[src/rtl/id_pipe_pkg.sv]
// id_pipe_pkg: shared RV64 opcode/funct3 constants, formats and immediate helper for the ID stage.
package id_pipe_pkg;
    localparam int XLEN_DEF = 64;
    localparam logic [6:0] OP_LOAD   = 7'b0000011;
    localparam logic [6:0] OP_IMM    = 7'b0010011;
    localparam logic [6:0] OP_AUIPC  = 7'b0010111;
    localparam logic [6:0] OP_STORE  = 7'b0100011;
    localparam logic [6:0] OP_OP     = 7'b0110011;
    localparam logic [6:0] OP_LUI    = 7'b0110111;
    localparam logic [6:0] OP_BRANCH = 7'b1100011;
    localparam logic [6:0] OP_JALR   = 7'b1100111;
    localparam logic [6:0] OP_JAL    = 7'b1101111;
    localparam logic [6:0] OP_SYSTEM = 7'b1110011;
    localparam logic [2:0] F3_ADD = 3'd0;
    localparam logic [2:0] F3_BEQ = 3'd0;
    localparam logic [2:0] F3_SD  = 3'd3;
    localparam logic [2:0] F3_LD  = 3'd3;
    typedef enum logic [1:0] {WLEN_B, WLEN_H, WLEN_W, WLEN_D} wlen_e;
    typedef enum logic [2:0] {FMT_R, FMT_I, FMT_S, FMT_B, FMT_U, FMT_J, FMT_X} fmt_e;
    function automatic fmt_e fmt_of(input logic [6:0] op);
        return (op == OP_LOAD || op == OP_IMM || op == OP_JALR || op == OP_SYSTEM) ? FMT_I :
               (op == OP_STORE)                  ? FMT_S :
               (op == OP_BRANCH)                 ? FMT_B :
               (op == OP_LUI || op == OP_AUIPC)  ? FMT_U :
               (op == OP_JAL)                    ? FMT_J :
               (op == OP_OP)                     ? FMT_R : FMT_X;
    endfunction
    // Every RV immediate fits in 32 bits; the caller sign-extends to XLEN.
    function automatic logic [31:0] imm32(input logic [31:0] inst);
        fmt_e f;
        f = fmt_of(inst[6:0]);
        return (f == FMT_I) ? {{20{inst[31]}}, inst[31:20]} :
               (f == FMT_S) ? {{20{inst[31]}}, inst[31:25], inst[11:7]} :
               (f == FMT_B) ? {{20{inst[31]}}, inst[7], inst[30:25], inst[11:8], 1'b0} :
               (f == FMT_U) ? {inst[31:12], 12'b0} :
               (f == FMT_J) ? {{12{inst[31]}}, inst[19:12], inst[20], inst[30:21], 1'b0} : 32'd0;
    endfunction
endpackage

[src/rtl/id_pipe_fwd_sel.sv]
// fwd_sel: priority forward mux for one source operand; the lowest matching index wins.
module fwd_sel #(
    parameter int XLEN = 64,
    parameter int NFWD = 3
) (
    input  logic [4:0]           i_addr,
    input  logic [XLEN-1:0]      i_rf_data,
    input  logic [NFWD-1:0]      i_wreg,
    input  logic [5*NFWD-1:0]    i_rd_addr,
    input  logic [XLEN*NFWD-1:0] i_wdata,
    input  logic [NFWD-1:0]      i_pending,
    output logic [XLEN-1:0]      o_data,
    output logic                 o_pending
);
    always_comb begin
        o_data    = i_rf_data;
        o_pending = 1'b0;
        for (int k = NFWD - 1; k >= 0; k--) begin
            if (i_wreg[k] && i_rd_addr[5*k +: 5] == i_addr) begin
                o_data    = i_wdata[XLEN*k +: XLEN];
                o_pending = i_pending[k];
            end
        end
        if (i_addr == 5'd0) begin
            o_data    = '0;
            o_pending = 1'b0;
        end
    end
endmodule

[src/rtl/id_pipe.sv]
// id_pipe: registered RV64 decode stage with priority forwarding, load-use stall and stall counter.
module id_pipe
    import id_pipe_pkg::*;
#(
    parameter int XLEN  = XLEN_DEF,
    parameter int NFWD  = 3,
    parameter int CNT_W = 32
) (
    input  logic                 clk,
    input  logic                 rst,
    input  logic                 in_valid_i,
    output logic                 in_ready_o,
    input  logic [31:0]          inst_i,
    input  logic [XLEN-1:0]      pc_i,
    output logic [4:0]           rs1_addr_o,
    output logic [4:0]           rs2_addr_o,
    input  logic [XLEN-1:0]      rs1_data_i,
    input  logic [XLEN-1:0]      rs2_data_i,
    input  logic [NFWD-1:0]      fwd_wreg_i,
    input  logic [5*NFWD-1:0]    fwd_rd_addr_i,
    input  logic [XLEN*NFWD-1:0] fwd_wdata_i,
    input  logic [NFWD-1:0]      fwd_pending_i,
    input  logic                 flush_i,
    output logic                 out_valid_o,
    input  logic                 out_ready_i,
    output logic [6:0]           opcode_o,
    output logic [2:0]           funct3_o,
    output logic [6:0]           funct7_o,
    output logic [4:0]           rd_addr_o,
    output logic                 wreg_o,
    output logic [XLEN-1:0]      imm_o,
    output logic [XLEN-1:0]      rs1_data_o,
    output logic [XLEN-1:0]      rs2_data_o,
    output logic [XLEN-1:0]      pc_o,
    output logic                 mem_req_o,
    output logic                 mem_wen_o,
    output logic [1:0]           mem_wlen_o,
    output logic [CNT_W-1:0]     stall_cnt_o
);
    logic [XLEN-1:0]  w_rs1_val, w_rs2_val;
    logic             w_rs1_pend, w_rs2_pend, w_use_rs1, w_use_rs2, w_hazard, w_accept;
    logic             w_is_load, w_is_store, w_wreg;
    logic [1:0]       w_wlen;
    logic [31:0]      w_imm32;
    fmt_e             w_fmt;
    logic             r_valid, r_wreg, r_mem_req, r_mem_wen;
    logic [6:0]       r_opcode, r_funct7;
    logic [2:0]       r_funct3;
    logic [4:0]       r_rd;
    logic [1:0]       r_wlen;
    logic [XLEN-1:0]  r_imm, r_rs1, r_rs2, r_pc;
    logic [CNT_W-1:0] r_stall_cnt;

    assign rs1_addr_o = inst_i[19:15];
    assign rs2_addr_o = inst_i[24:20];

    fwd_sel #(.XLEN(XLEN), .NFWD(NFWD)) u_fwd_rs1 (
        .i_addr(rs1_addr_o), .i_rf_data(rs1_data_i), .i_wreg(fwd_wreg_i), .i_rd_addr(fwd_rd_addr_i),
        .i_wdata(fwd_wdata_i), .i_pending(fwd_pending_i), .o_data(w_rs1_val), .o_pending(w_rs1_pend)
    );
    fwd_sel #(.XLEN(XLEN), .NFWD(NFWD)) u_fwd_rs2 (
        .i_addr(rs2_addr_o), .i_rf_data(rs2_data_i), .i_wreg(fwd_wreg_i), .i_rd_addr(fwd_rd_addr_i),
        .i_wdata(fwd_wdata_i), .i_pending(fwd_pending_i), .o_data(w_rs2_val), .o_pending(w_rs2_pend)
    );

    assign w_fmt      = fmt_of(inst_i[6:0]);
    assign w_use_rs1  = !(w_fmt == FMT_U || w_fmt == FMT_J);
    assign w_use_rs2  = w_fmt inside {FMT_R, FMT_S, FMT_B};
    assign w_hazard   = (w_rs1_pend && w_use_rs1) || (w_rs2_pend && w_use_rs2);
    assign in_ready_o = (!r_valid || out_ready_i) && !w_hazard && !flush_i;
    assign w_accept   = in_valid_i && in_ready_o;
    assign w_imm32    = imm32(inst_i);
    assign w_is_load  = inst_i[6:0] == OP_LOAD;
    assign w_is_store = inst_i[6:0] == OP_STORE;
    assign w_wreg     = !(w_fmt == FMT_B || w_fmt == FMT_S || inst_i[11:7] == 5'd0);
    assign w_wlen     = (w_is_load || w_is_store) ? inst_i[13:12] : WLEN_B;

    always_ff @(posedge clk or negedge rst) begin
        if (!rst) begin
            r_valid     <= 1'b0;
            r_opcode    <= '0;
            r_funct3    <= '0;
            r_funct7    <= '0;
            r_rd        <= '0;
            r_wreg      <= 1'b0;
            r_imm       <= '0;
            r_rs1       <= '0;
            r_rs2       <= '0;
            r_pc        <= '0;
            r_mem_req   <= 1'b0;
            r_mem_wen   <= 1'b0;
            r_wlen      <= '0;
            r_stall_cnt <= '0;
        end else begin
            if (flush_i) begin
                r_valid <= 1'b0;
            end else if (w_accept) begin
                r_valid   <= 1'b1;
                r_opcode  <= inst_i[6:0];
                r_funct3  <= inst_i[14:12];
                r_funct7  <= inst_i[31:25];
                r_rd      <= inst_i[11:7];
                r_wreg    <= w_wreg;
                r_imm     <= {{(XLEN-32){w_imm32[31]}}, w_imm32};
                r_rs1     <= w_rs1_val;
                r_rs2     <= w_rs2_val;
                r_pc      <= pc_i;
                r_mem_req <= w_is_load || w_is_store;
                r_mem_wen <= w_is_store;
                r_wlen    <= w_wlen;
            end else if (out_ready_i) begin
                r_valid <= 1'b0;
            end
            if (in_valid_i && w_hazard && !flush_i && r_stall_cnt != '1)
                r_stall_cnt <= r_stall_cnt + CNT_W'(1);
        end
    end

    assign out_valid_o = r_valid;
    assign opcode_o    = r_opcode;
    assign funct3_o    = r_funct3;
    assign funct7_o    = r_funct7;
    assign rd_addr_o   = r_rd;
    assign wreg_o      = r_wreg;
    assign imm_o       = r_imm;
    assign rs1_data_o  = r_rs1;
    assign rs2_data_o  = r_rs2;
    assign pc_o        = r_pc;
    assign mem_req_o   = r_mem_req;
    assign mem_wen_o   = r_mem_wen;
    assign mem_wlen_o  = r_wlen;
    assign stall_cnt_o = r_stall_cnt;
endmodule

[config.mk]
export PLATFORM = sky130hd
export DESIGN_NAME = id_pipe
export DESIGN_NICKNAME = d
export VERILOG_FILES = /design/src/rtl/id_pipe_pkg.sv /design/src/rtl/id_pipe_fwd_sel.sv /design/src/rtl/id_pipe.sv
export SDC_FILE = /design/constraint.sdc
export NUM_CORES = 1
export LEC_CHECK = 0
export BUFFER_PORTS_ARGS = -buffer_cell sky130_fd_sc_hd__buf_2
export CAP_MARGIN = 30
export CORE_AREA = 2 2 296 298
export DETAILED_ROUTE_END_ITERATION = 8
export DIE_AREA = 0 0 298 300
export PLACE_DENSITY_LB_ADDON = 0.25
export SLEW_MARGIN = 20
export SYNTH_ARGS = -nofsm -noshare
export SYNTH_HDL_FRONTEND = slang
export SYNTH_SLANG_ARGS = --single-unit
[constraint.sdc]
create_clock -name clk -period 6.3 [get_ports clk]
set_input_delay 0.315 -clock clk [delete_from_list [all_inputs] [get_ports clk]]
set_output_delay 0.315 -clock clk [all_outputs]
set_load 0.03 [all_outputs]
==> results of run 1 <==
## synthesized netlist by cell type, types with 2 or more instances
| cell | instances | area share (%) |
|---|---|---|
| nand4_1 | 13 | 0.48 |
| or2_2 | 2 | 0.073 |
| or3_1 | 2 | 0.073 |
| xor2_1 | 23 | 1.2 |
| buf_6 | 18 | 1.2 |
| or4_1 | 3 | 0.13 |
| inv_1 | 33 | 0.72 |
| buf_2 | 11 | 0.32 |
| nor2b_1 | 2 | 0.073 |
| nor4_1 | 2 | 0.073 |
| and2_1 | 5 | 0.18 |
| buf_1 | 5 | 0.11 |
| buf_4 | 46 | 2.0 |
| mux2_1 | 146 | 9.6 |
| a21boi_0 | 63 | 2.8 |
| nor3_1 | 18 | 0.53 |
| a22o_1 | 4 | 0.20 |
| o21ai_0 | 131 | 3.8 |
| a2bb2oi_1 | 127 | 6.5 |
| clkbuf_1 | 132 | 2.9 |
| xnor2_1 | 39 | 2.0 |
| nand3_1 | 33 | 0.97 |
| nand4b_1 | 3 | 0.15 |
| a221oi_1 | 62 | 3.2 |
| nor2_1 | 205 | 4.5 |
| dfrtp_1 | 284 | 42 |
| and4_1 | 2 | 0.10 |
| mux2_2 | 78 | 5.1 |
| a32o_1 | 2 | 0.12 |
| o211ai_1 | 3 | 0.13 |
| a211oi_1 | 2 | 0.088 |
| a21oi_1 | 26 | 0.76 |
| and3_1 | 15 | 0.55 |
| nand2_1 | 95 | 2.1 |
| a21o_1 | 2 | 0.088 |
| a311oi_1 | 63 | 3.2 |
| mux2i_1 | 29 | 1.7 |
## registers in the layout, summed over array words and instances (netlist names)
register / cells
funct3_o: 3
funct7_o: 7
imm_o: 32
mem_req_o: 1
mem_wen_o: 1
mem_wlen_o: 2
opcode_o: 7
out_valid_o: 1
pc_o: 64
rd_addr_o: 5
rs1_data_o: 64
rs2_data_o: 64
stall_cnt_o: 32
wreg_o: 1
## timing repair
item,in CTS,in global routing
hold endpoints to repair,132,0
hold buffers,75,0
buffers inserted,0,0
## cell type report
class | count | area [sq um]
multi-input combinational | 1211 | 8850
antenna | 10 | 25.0
inverter | 33 | 124
tap | 1155 | 1450
clock buffer | 58 | 1140
sequential | 284 | 7110
clock inverter | 6 | 55.1
fill | 9556 | 62600
timing repair buffer | 873 | 4880
## power by group through the flow
stage / logic (mW) / registers (mW) / clock network [mW]
after floorplan: 0.637 / 2.96 / 0
after global placement: 2.11 / 2.33 / 0
after detailed placement: 2.11 / 2.33 / 0
after CTS: 2.16 / 2.31 / 2.21
after global routing: 2.25 / 2.35 / 2.28
final: 2.13 / 2.30 / 2.13
## cell families (layout without fill, tap and decap cells)
logic type | after synthesis | in the layout | share of synthesized area, %
buffers and inverters | 246 | 970 | 7.35
flip-flops | 284 | 284 | 41.6
AO/OA/AOI/OAI | 489 | 489 | 21.1
AND/OR/NAND/NOR | 406 | 406 | 10.3
XOR/XNOR | 62 | 62 | 3.18
other | 0 | 10 | 0
adder cells (fa/ha/maj) | 1 | 1 | 0.0732
multiplexers | 253 | 253 | 16.5
## per-layer routing
metal | part of all wire, % | vias up | track usage [%]
met4 | 2.6 | 40 | 5.19
met5 | 0.29 | - | 0
met2 | 48 | 710 | 32.6
li1 | - | 7739 | -
met1 | 42 | 8628 | 23.2
met3 | 7.3 | 160 | 5.23
## worst min path at each step
| stage | end | slack [ns] |
|---|---|---|
| floorplan | funct3_o[0] | 0.02 |
| global route | opcode_o[3] | 0.03 |
| detailed placement | mem_req_o | 0.29 |
| CTS | imm_o[10] | 0.01 |
| finish | imm_o[10] | 0.06 |
| global placement | funct7_o[5] | 0.30 |
## critical path: stages
cell	delay (ns)
buf_2	0.16
xor2_1	0.15
nor3_1	0.54
and3_4	0.68
o211ai_1	0.21
a32o_1	0.28
buf_4	0.25
nor3_2	0.41
buf_12	0.50
mux2_2	0.42
==> out/metrics.yaml, run 1 <==
clock_tree:
  cts_tree: "yes"
  ctsRootBufferMaster: "clkbuf_16"
  clk_pin_slew_ns: 0.05
  max-clock-path-buffers: 3
  insertion_delay_ns: 0.56
  h-tree-depth: 2
  numCtsBuffers: 39
  clock-sinks: 284
  cts_resized: 0
floorplanning:
  initial_core_util_pct: 19.8
  die_y_um: 300
  dieArea_sq_mm: 0.0894
  io_pins: 769
  die_x_um: 298
  core_area_sq_mm: 0.0862
  rows: 108
logic_synthesis:
  synth_area_sq_mm: 0.0171
  ys_types: 49
  post_synth.cell_area_avg_sq_um: 9.82
  ys.warnings.count: 0
  synth_nets: 2184
  synth_ff_type: "dfrtp_1"
  synth_seq_cells: 284
  synth-edff-count: 0
  synth_cells: 1741
  yosysSeqAreaShare_pct: 41.6
  async_reset_ff_share_pct: 100
detailed_routing:
  drc: 0
  viasPerCell: 4.76
  ant_nets: 0
  dr.pass1.iters: 5
  vias: 17300
  dr.first_iter.drc_count: 1020
  wl_per_cell_um: 24.5
  routed_wirelength_um: 88800
layout:
  finalNonFillerCells: 3630
  layout_commonest_cell: "buf_2"
  stdcell_area_sq_mm: 0.0236
  final_util_pct: 27.4
  layout.nets: 2885
  areaGrowthSynthToFinish_pct: 38.2
  drive_above_1_share_pct: 38.5
  layout_common_cells: "buf_2 (767), dfrtp_1 (284), nor2_1 (203)"
pwr:
  p_comb_share_pct: 32.5
  vdd_drop_max_mv: 0.190
  p_leak_nw: 10.9
  power.total_mw: 6.56
  pwr-share-clk_pct: 32.4
  p_int_mw: 4.10
  power_density_mw_per_mm2: 278
  seqPwrFrac_pct: 35.1
  power.switching_mw: 2.47
  p_sw_share_pct: 37.6
placed_design:
  post_dp_cell_area_sq_mm: 0.0216
  place_inst: 3480
  gp_congestion: 0.864
  hpwl_um: 64100
  dp_worst_setup_slack_ns: 1.84
  port_buffers: 768
critical_path:
  worstSetupPathType: "in2reg"
  worst_ep_arrival_time_ns: 4.39
  cp-end-kind: "register"
  reg2reg_slack_ns: 3.18
  reg2reg_to: "stall_cnt_o[1]"
  required_ns: 6.73
  startpoint_type: "input port"
  cp_max_fo: 137
  r2r_cells: 7
  r2r_start: "stall_cnt_o[14]"
  startpoint: "inst_i[15]"
  endpoint: "rs1_data_o[26]"
grt:
  grt_max_degree: 138
  antenna_found_initial: 39
  grt_pass1_wl_um: 127000
  grt.overflow.total: 0
  grt_use_total_pct: 19.0
  grt_pass1_vias: 17600
timing:
  max-slew-margin-rel_pct: 20.9
  period_needed_ns: 3.96
  finalMaxSlewViolations: 0
  timing.fmax_mhz: 252
  hold_violations: 0
  finalCritPeriodShare_pct: 62.9
  fin_skew_ns: 0.0159
  rsz0062_at_grt: "no"
  hold_ws_ns: 0.0553
  tightest_slew_ns: 1.19
  tns_ns: 0
  setup_viol: 0
  setup_slack_ns: 2.34
status:
  status: "complete, no violations"
flow_run:
  cap_violations: 0
hold_path:
  worstHoldStart: "inst_i[30]"
  hold_class: "in2reg"
  hold_depth: 3
Note: power is estimated with default switching activity, not from simulation.
==> run 2: changes to the inputs <==
clock period = 4.07 ns   (was 6.3 ns; I/O delays follow)
==> out/metrics.yaml, run 2 (same netlist as run 1, synthesis figures left out) <==
layout:
  layout_commonest_cell: "buf_2"  # unchanged
  areaGrowthSynthToFinish_pct: 43.2  # was 38.2%
  layout_common_cells: "buf_2 (766), dfrtp_1 (284), nor2_1 (203)"  # was buf_2 (767), dfrtp_1 (284), nor2_1 (203)
  layout.nets: 2957  # was 2885
  fillerInstances: 9400  # was 9556
  multiInputGateArea_sq_mm: 0.00884  # was 0.00885 sq mm
  drive_above_1_share_pct: 39.1  # was 38.5%
  regArea_sq_mm: 0.00711  # unchanged
detailed_routing:
  viasPerCell: 4.73  # was 4.76
  vias: 17500  # was 17300
  ant_nets: 0  # unchanged
  wl_per_cell_um: 24.2  # was 24.5 um
  drc: 0  # unchanged
  dr.first_iter.drc_count: 1042  # was 1020
  routed_wirelength_um: 89700  # was 88800 um
  dr.pass1.iters: 5  # unchanged
floorplanning:
  die_x_um: 298  # unchanged
  io_pins: 769  # unchanged
  core_area_sq_mm: 0.0862  # unchanged
  dieArea_sq_mm: 0.0894  # unchanged
  die_y_um: 300  # unchanged
  rows: 108  # unchanged
  initial_core_util_pct: 19.8  # unchanged
critical_path:
  cpLargestDelayFamily: "buffers and inverters"  # was simple AND/OR/NAND/NOR gates
  worstPathCellList: "dlygate4sd3_1, buf_2, xor2_1, nor4_2, and3_4, o211ai_1, a32o_1, buf_4, nor3_1, buf_2"  # was buf_2, xor2_1, nor3_1, and3_4, o211ai_1, a32o_1, buf_4, nor3_2, buf_12, mux2_2
  slowest_delay_ns: 0.53  # was 0.68 ns
  startpoint_type: "input port"  # unchanged
  worst_ep_arrival_time_ns: 3.02  # was 4.39 ns
  crit_buf_inv: 4  # was 3
  r2r_cells: 8  # was 7
  crit_top_cell: "buf_2"
  cp-end-kind: "output pin"  # was register
  worstSetupPathType: "in2out"  # was in2reg
  reg2reg_to: "stall_cnt_o[16]"  # was stall_cnt_o[1]
  reg2reg_slack_ns: 1.71  # was 3.18 ns
  worst_path_max_delay_cell: "dlygate4sd3_1"  # was and3_4
  r2r_start: "stall_cnt_o[14]"  # unchanged
  required_ns: 3.87  # was 6.73 ns
  cp_max_fo: 32  # was 137
timing:
  setup_viol: 0  # unchanged
  hold_violations: 0  # unchanged
  fin_skew_ns: 0.0220  # was 0.0159 ns
  finalMaxSlewViolations: 0  # unchanged
  period_needed_ns: 3.22
  timing.fmax_mhz: 310
  rsz0062_at_grt: "no"  # unchanged
  hold_ws_ns: 0.0379  # was 0.0553 ns
  finalCritPeriodShare_pct: 79.2
  tns_ns: 0  # unchanged
  max-slew-margin-rel_pct: 32.7  # was 20.9%
  tightest_slew_ns: 1.01  # was 1.19 ns
hold_path:
  hold_depth: 4  # was 3
  worstHoldStart: "fwd_wdata_i[6]"  # was inst_i[30]
  hold_class: "in2reg"  # unchanged
  min_to: "rs2_data_o[6]"  # was imm_o[10]
clock_tree:
  clock-sinks: 284  # unchanged
  clk_pin_slew_ns: 0.06  # was 0.05 ns
  h-tree-depth: 2  # unchanged
  insertion_delay_ns: 0.57  # was 0.56 ns
  postCtsSetupBuffers: 0  # unchanged
  cts_tree: "yes"  # unchanged
  cts_resized: 0  # unchanged
  numCtsBuffers: 39  # unchanged
  hold_buffers: 110  # was 75
  max-clock-path-buffers: 3  # unchanged
  ctsRootBufferMaster: "clkbuf_16"  # unchanged
grt:
  grt_max_degree: 106  # was 138
  grt.overflow.total: 0  # unchanged
  grt_pass1_vias: 17900  # was 17600
  grt_use_total_pct: 19.1  # was 19.0%
  grt_pass1_wl_um: 128000  # was 127000 um
  antenna_found_initial: 17  # was 39
pwr:
  p_sw_share_pct: 37.3  # was 37.6%
  power.switching_mw: 3.96  # was 2.47 mW
  vdd_drop_max_mv: 0.339  # was 0.190 mV
  power_density_mw_per_mm2: 433  # was 278 mW/mm^2
  p_int_mw: 6.65  # was 4.10 mW
  seqPwrFrac_pct: 33.7  # was 35.1%
  pwr-share-clk_pct: 34.4  # was 32.4%
  p_comb_share_pct: 31.9  # was 32.5%
  p_leak_nw: 11.3  # was 10.9 nW
status:
  status: "complete, no violations"  # unchanged
flow_run:
  cap_violations: 0  # unchanged
placed_design:
  port_buffers: 768  # unchanged
  hpwl_um: 64900  # was 64100 um
  gp_congestion: 0.874  # was 0.864
==> run 2: worst max path at each step <==
stage	from	to	slack (ns)	depth (start not counted)
6_report	inst_i[24]	in_ready_o	0.85	10
5_1_grt	inst_i[24]	in_ready_o	0.67	10
4_1_cts	inst_i[24]	in_ready_o	0.82	10
3_5_place_dp	inst_i[24]	funct7_o[1]	0.85	10
3_3_place_gp	inst_i[24]	rd_addr_o[1]	0.87	10
2_1_floorplan	inst_i[22]	in_ready_o	1.47	9
==> run 2: final cells by class <==
cell class | count | share of cell area (%)
Tap cell | 1155 | 5.90
Clock buffer | 48 | 4.29
Inverter | 33 | 0.506
Timing Repair Buffer | 945 | 22.9
Antenna cell | 6 | 0.0613
Sequential cell | 284 | 29.0
Clock inverter | 21 | 1.17
Multi-Input combinational cell | 1211 | 36.1
==> run 2: power by group through the flow <==
stage          logic [mW]  registers (mW)  clock network [mW]
2_1_floorplan       0.987            4.59                   0
3_3_place_gp         3.32            3.62                   0
3_5_place_dp         3.33            3.62                   0
4_1_cts              3.42            3.58                3.77
5_1_grt              3.58            3.64                3.87
6_report             3.39            3.58                3.65
==> run 2: per-layer routing <==
layer	vias to the layer above	part of all wire [%]	global-route usage [%]
met5	-	0.12	0
met4	18	2.8	5.62
li1	7876	-	-
met3	158	7.6	4.75
met1	8649	42	24.4
met2	809	47	31.9
==> run 2: worst register-to-register path, stage by stage (launching register included) <==
cell      delay, ns
dfrtp_1        0.45
and4_1         0.30
nand4_1        0.19
or4_1          0.59
o21bai_1       0.18
buf_4          0.20
nor3_1         0.12
nand4_1        0.14
xnor2_1        0.12
==> run 2: stage by stage <==
step / instances / instance area (sq um) / total power [mW] / util (%) / setup WS [ns]
floorplan: 1741 / 17100 / 5.58 / - / 1.47
global placement: 3518 / 22000 / 6.93 / 25.6 / 0.869
detailed placement: 3518 / 22000 / 6.94 / 25.6 / 0.848
CTS: 3697 / 24500 / 10.8 / 28.4 / 0.824
global route: 3698 / 24500 / 11.1 / 28.4 / 0.674
finish: 3703 / 24500 / 10.6 / 28.4 / 0.846
